--- config.mk ---
export PLATFORM = sky130hd
export DESIGN_NAME = mem_port_arbiter
export DESIGN_NICKNAME = d
export VERILOG_FILES = /design/src/rtl/mem_pkg.sv /design/src/rtl/rr_pick2.sv /design/src/rtl/mem_port_arbiter.sv
export SDC_FILE = /design/constraint.sdc
export NUM_CORES = 1
export LEC_CHECK = 0
export CAP_MARGIN = 40
export CORE_MARGIN = 10
export CORE_UTILIZATION = 34
export CTS_CLUSTER_DIAMETER = 120
export DETAILED_ROUTE_END_ITERATION = 10
export PLACE_DENSITY = 0.84
export SETUP_SLACK_MARGIN = 0.2
export SLEW_MARGIN = 20
export SYNTH_ARGS = -nofsm -noshare
export SYNTH_HDL_FRONTEND = slang
export SYNTH_SLANG_ARGS = --single-unit
--- constraint.sdc ---
create_clock -name clk -period 1.43 [get_ports clk]
set_input_delay 0.286 -clock clk [delete_from_list [all_inputs] [get_ports clk]]
set_output_delay 0.286 -clock clk [all_outputs]
set_load 0.1 [all_outputs]
--- src/rtl/mem_pkg.sv ---
// Shared types for the memory-port arbiter: request record, arbiter states
// and the number of requesters sharing the port.
package mem_pkg;

    localparam int NUM_REQ        = 2;
    localparam int MEM_ADDR_WIDTH = 32;
    localparam int MEM_DATA_WIDTH = 32;

    typedef enum logic [1:0] {
        IDLE    = 2'd0,
        ISSUE   = 2'd1,
        WAIT_RD = 2'd2
    } arb_state_t;

    typedef struct packed {
        logic                      write;
        logic [MEM_ADDR_WIDTH-1:0] addr;
        logic [MEM_DATA_WIDTH-1:0] wdata;
    } mem_req_t;

endpackage

--- src/rtl/rr_pick2.sv ---
// Two-way round-robin pick: a lone requester wins, and on a tie the
// requester that did not win last time gets the grant (one-hot).
module rr_pick2
    import mem_pkg::*;
(
    input  logic [NUM_REQ-1:0] req_valid,
    input  logic               last_grant,
    output logic [NUM_REQ-1:0] grant
);

    always_comb begin
        grant = '0;
        case (req_valid)
            2'b01:   grant = 2'b01;
            2'b10:   grant = 2'b10;
            2'b11:   grant = last_grant ? 2'b01 : 2'b10;
            default: grant = '0;
        endcase
    end

endmodule

--- src/rtl/mem_port_arbiter.sv ---
// Shares one main-memory port between the core (requester 0) and the
// loader/debug agent (requester 1); one transaction in flight at a time.
module mem_port_arbiter
    import mem_pkg::*;
#(
    parameter int ADDR_WIDTH = 32,
    parameter int DATA_WIDTH = 32
) (
    input  logic                    clk,
    input  logic                    reset,
    input  logic [1:0]              req_valid,
    input  logic [1:0]              req_write,
    input  logic [2*ADDR_WIDTH-1:0] req_addr,
    input  logic [2*DATA_WIDTH-1:0] req_wdata,
    output logic [1:0]              req_ready,
    output logic [1:0]              resp_valid,
    output logic [DATA_WIDTH-1:0]   resp_rdata,
    output logic                    m_req_valid,
    output logic                    m_req_write,
    output logic [ADDR_WIDTH-1:0]   m_req_addr,
    output logic [DATA_WIDTH-1:0]   m_req_wdata,
    input  logic                    m_req_ready,
    input  logic                    m_resp_valid,
    input  logic [DATA_WIDTH-1:0]   m_resp_rdata
);

    arb_state_t          state;
    logic                owner;
    logic                last_grant;
    logic [NUM_REQ-1:0]  grant;
    logic                win;
    logic                sel_write;
    logic [ADDR_WIDTH-1:0] sel_addr;
    logic [DATA_WIDTH-1:0] sel_wdata;

    rr_pick2 u_pick (
        .req_valid  (req_valid),
        .last_grant (last_grant),
        .grant      (grant)
    );

    assign win       = grant[1];
    assign sel_write = req_write[win];
    assign sel_addr  = win ? req_addr[2*ADDR_WIDTH-1:ADDR_WIDTH] : req_addr[ADDR_WIDTH-1:0];
    assign sel_wdata = win ? req_wdata[2*DATA_WIDTH-1:DATA_WIDTH] : req_wdata[DATA_WIDTH-1:0];

    // Ready is gated by reset so nothing looks accepted while the block is held.
    assign req_ready = (reset && state == IDLE) ? grant : '0;

    always_ff @(posedge clk or negedge reset) begin
        if (!reset) begin
            state       <= IDLE;
            owner       <= 1'b0;
            last_grant  <= 1'b0;
            m_req_valid <= 1'b0;
            m_req_write <= 1'b0;
            m_req_addr  <= '0;
            m_req_wdata <= '0;
            resp_valid  <= '0;
            resp_rdata  <= '0;
        end else begin
            resp_valid <= '0;
            case (state)
                IDLE: begin
                    if (|grant) begin
                        m_req_valid <= 1'b1;
                        m_req_write <= sel_write;
                        m_req_addr  <= sel_addr;
                        m_req_wdata <= sel_wdata;
                        owner       <= win;
                        last_grant  <= win;
                        state       <= ISSUE;
                    end
                end
                ISSUE: begin
                    if (m_req_ready) begin
                        m_req_valid <= 1'b0;
                        if (m_req_write) begin
                            resp_valid[owner] <= 1'b1;
                            state             <= IDLE;
                        end else begin
                            state <= WAIT_RD;
                        end
                    end
                end
                WAIT_RD: begin
                    if (m_resp_valid) begin
                        resp_rdata        <= m_resp_rdata;
                        resp_valid[owner] <= 1'b1;
                        state             <= IDLE;
                    end
                end
                default: state <= IDLE;
            endcase
        end
    end

endmodule

**Word level (Yosys, flattened, before mapping)**

Index checks and enable logic that the tools add are counted.

- Register bits after elaboration: 103
- Word-level logic and storage cells: 49
- Output and inout bits: 102

- Equality and inequality tests: 8
- Reduce and logical (&&, ||, !) cells: 9
- Muxes and demuxes: 21
- Magnitude comparators: 3

Operators with widths:

| cell | count |
|---|---|
| $mux W32 | 2 |
| $mux W2 | 9 |
| $pmux W2 S3 | 2 |
| $eq A2 B2 Y1 const B | 3 |
| $reduce_and A3 Y1 | 2 |
| $mux W1 | 5 |
| $eq A2 B1 Y1 const B | 2 |
| $lt A1 B2 Y1 const B | 2 |
| $ne A2 B2 Y1 const B | 2 |
| $pmux W2 S2 | 1 |
| $reduce_and A2 Y1 | 2 |
| $logic_and A1 B1 Y1 | 2 |
| $logic_not A2 Y1 | 1 |
| $ne A2 B1 Y1 const B | 1 |
| $pmux W1 S2 | 1 |
| $reduce_bool A2 Y1 | 1 |
| $reduce_or A2 Y1 | 1 |
| $demux W1 S1 | 1 |
| $ge A1 B1 Y1 const B | 1 |

**Longest topological paths before layout**

- Word-level depth: 7
- Depth in mapped cells: 7
- Depth with buffers taken out: 5

**Modules after synthesis**

Synthesis repeated with hierarchy kept, for this count alone.

- Cell total of the unflattened synthesis: 389
- Area total of the unflattened synthesis: 4899.7 um^2

By module, submodules not included:

| module | area each (um^2) | cells each | sequential area each (um^2) | times used |
|---|---|---|---|---|
| mem_port_arbiter | 4880.9 | 386 | 2577.5 | 1 |
| rr_pick2 | 18.8 | 3 | 0.0 | 1 |

**Least setup slack after synthesis**

Ideal clock, no wire load.

- Path kind: reg2out
- Start: register state[1]
- End: output port req_ready[0]
- Path buffers: 2
- Setup slack: -1.293 ns
- Arrival: 2.437 ns
- Cell stages (with the launch flop): 7
- Cell sequence: dfrtp_1 -> inv_1 -> ha_1 -> o211ai_2 -> buf_4 -> buf_4 -> nor2_1

- Cells in the longest elaborated chain, start to end: 3

RTL lines:

| element | line | source |
|---|---|---|
| start: declaration | mem_port_arbiter.sv:27 | `arb_state_t state;` |
| start signal: assignment | mem_port_arbiter.sv:52 | `state <= IDLE;` |
| start signal: assignment | mem_port_arbiter.sv:72 | `state <= ISSUE;` |
| start signal: assignment | mem_port_arbiter.sv:80 | `state <= IDLE;` |
| $logic_not A2 Y1 | mem_port_arbiter.sv:48 | `assign req_ready = (reset && state == IDLE) ? grant : '0;` |
| $logic_and A1 B1 Y1 | mem_port_arbiter.sv:48 |  |
| $mux W2 | mem_port_arbiter.sv:48 |  |
| end: declaration | mem_port_arbiter.sv:15 | `output logic [1:0] req_ready,` |

Every way passes these cells.

**Final worst setup path**

- Start: register state[0]
- End: output port req_ready[1]

The elaborated chain is that of the path after synthesis.

==> metrics.md <==
| Metric | Value |
|---|---|
| Fmax | 544 MHz |
| Max FO, Critical Path | 4 |
| Clk_skew | 0.00335 ns |
| Final non-filler cell total | 813 |
| Clock sinks | 103 |
| Post-Synth Adder-Cell Area | 0.0113 |
| Syn_nets | 494 |
| GR Overflow Total | 0 |
| Post-synthesis mux area share | 0.0862 |
| Port Buffers | 269 |
| Avg Cell Area, Syn | 13.8 sq um |
| Max Cap Viol | 0 |
| Die area | 0.0180 sq mm |
| DRC errors left | 0 |
| Placer Congestion | 0.763 |
| Synth Area in Compound Gates | 0.177 |
| Worst min-delay path class | in2async |
| Mapped cell area | 0.00443 sq mm |
| Count leader, synth | dfrtp_1 |
| Top Metal Used | met4 |
| Share of the synthesized area in the top cell type | 0.582 |
| RSZ-0062 raised after global routing | true |
| Hold_ws | -0.00247 ns |
| CTS buffer count | 9 |
| WP data required | 1.14 ns |
| CTS tree | yes |
| Nets | 809 |
| # diodes | 0 |
| Worst slew margin | 0.349 |
| GR Util All Layers | 0.203 |
| Die Height | 134 um |
| Slew Viols, Final | 0 |
| Ys async rst share | 1.00 |
| Fillers | 749 |
| Routed len/inst | 25.0 um |
| Largest area contributor in the synthesized netlist | dfrtp_1 |
| Dominant synthesized flop cell | dfrtp_1 |
| Clk Latency, worst-skew pair | 0.35 ns |
| Synth Area in Simple Gates | 0.111 |
| Tightest Pin Transition | 0.975 ns |
| Most used cell, CP | buf_12 |
| Antenna viol nets, final | 0 |
| Htree depth | 3 |
| Yosys warning count | 0 |
| Post-synthesis sequential area ratio | 0.582 |
| Yosys reg bits | 103 |
| IO Pins | 270 |
| EDFF count, synth | 0 |
| Period utilisation layout | 1.29 |
| Pin count of the biggest net entering global routing | 104 |
| Dominant cells by area after synthesis | dfrtp_1 (58%), o221a_1 (12%), nand2b_1 (9.5%), mux2_2 (8.1%), o221a_2 (4.1%) |
| Die Width | 134 um |
| Initial Util | 0.349 |
| HPWL Detailed | 14.0 mm |
| Setup slack after layout | -0.409 ns |
| Crit-path cells | inv_2 -> ha_4 -> nand3_4 -> buf_12 -> nor2_4 -> buf_12 |
| Final setup fails | 102 |
| Violated checks | hold timing, setup timing |
| Critical path's largest stage delay | 0.41 ns |
| Most instantiated cells after synthesis | dfrtp_1 (103), nand2b_1 (67), o221a_1 (49) |
| Worst-path clk slew | 0.07 ns |
| Drt first pass iters | 4 |
| WL met2 | 10.8 mm |
| Fin crit period | 1.84 ns |
| Via count | 4259 |
| Clock root buffer | clkbuf_16 |
| Register Area | 0.00260 sq mm |
| Share of layout cells above drive strength 1 | 0.417 |
| Area occupied by multi-input gates | 0.00209 sq mm |
| First-pass GRT wire length | 28.1 mm |
| Clock Path Buffers | 2 |
| Wl on met1 | 7.41 mm |
| Crit path DAT | 1.55 ns |
| Antenna violations before repair | 0 |
| Vias per cell | 5.24 |
| Kind of critical path | reg2out |
| Delay-heaviest family, CP | buffers and inverters |
| WP buf/inv | 3 |
| Post-Syn Instances | 322 |
| DP Cell Count | 761 |
| Design area | 0.00952 sq mm |
| Core ar. | 0.0127 sq mm |
| Number of global-route vias before repair | 4740 |
| Xor/xnor share of the synthesized area | 0 |
| Yosys cell types | 24 |
| Run status | complete, but fails checks |
| CP endpoint kind | output port |
| Met3 wire len | 1.42 mm |
| DP Area | 0.00856 sq mm |
| Area grow syn2layout | 115% |
| CP Launch Type | flop |
| Hold Violations, Final | 5 |
| Largest family of logic cells by synthesized area | compound AO/OA/AOI/OAI gates |
| FP Rows | 41 |
| DRT Wirelength | 20.3 mm |
| Crit path max-delay cell type | dfrtp_1 |
| 1st-iter DRT viols | 313 |
[cell type report]
cell class / count / share of cell area
well taps: 172 / 0.0226
multi-input cells: 195 / 0.219
clock buffers: 15 / 0.0292
flip-flops and latches: 103 / 0.273
inverters: 4 / 0.00158
repair buffers: 324 / 0.454
[cell usage in the layout, fill, tap and decap left out, types with 7 or more instances in the layout]
| cell | count |
|---|---|
| nand2b_1 | 63 |
| buf_4 | 36 |
| mux2_4 | 30 |
| buf_12 | 110 |
| o221a_2 | 16 |
| clkdlybuf4s50_1 | 164 |
| o221a_1 | 49 |
| buf_6 | 7 |
| dfrtp_1 | 83 |
| clkbuf_16 | 11 |
| dfrtp_2 | 20 |
[routing by layer]
metal,track usage,vias up
met3,0.0627,48
met2,0.361,209
met5,0,-
met1,0.208,2164
li1,-,1838
met4,0.108,0
[kinds of logic after synthesis]
group           count (synthesis)
mux                            34
simple gates                   80
buf+inv                        28
flops                         103
compound gates                 73
fa+ha+maj                       4
[worst paths after layout]
| kind | start | to | slack (ns) | cells past startpoint |
|---|---|---|---|---|
| max in group asynchronous | reset | m_req_addr[20] | 0.93 | 2 |
| worst max-delay path | state[0] | req_ready[1] | -0.41 | 6 |
| worst min register to register | resp_rdata[29] | resp_rdata[29] | 0.57 | 1 |
| worst max register to register | state[0] | m_req_wdata[5] | -0.34 | 7 |
| worst min-delay path | reset | m_req_addr[14] | -0.002 | 2 |
| min in group clk | m_resp_rdata[11] | resp_rdata[11] | 0.55 | 2 |
[timing repair]
item,4_1_cts,5_1_grt
hold buffers,0,0
endpoints found under the setup margin,197,203
gates cloned,2,6
gates resized for setup,14,57
pin swaps,5,5
setup buffers,16,13
[worst register-to-register path: cells and delay by family (launching register included)]
kind / cells / cell delay (ns)
simple gates: 1 / 0.09
compound gates: 1 / 0.25
buf+inv: 4 / 0.73
fa+ha+maj: 1 / 0.18
flops: 1 / 0.41
[metrics by stage]
stage	setup TNS, ns	setup slack (ns)	utilization
floorplan	-0.662	-0.341	-
global placement	-32.93	-0.420	0.675
detailed placement	-36.56	-0.460	0.675
CTS	-14.27	-0.410	0.716
global route	-21.47	-0.458	0.752
finish	-17.27	-0.409	0.752
[sequential cells by signal, summed over array words and instances (netlist names)]
signal	flops
m_req_write	1
m_req_addr	32
owner	1
state	2
resp_valid	2
m_req_wdata	32
resp_rdata	32
m_req_valid	1
Power is left out: the tool's default activity adds up to more than one toggle a clock period on the data nets, which glitch-free logic cannot reach.
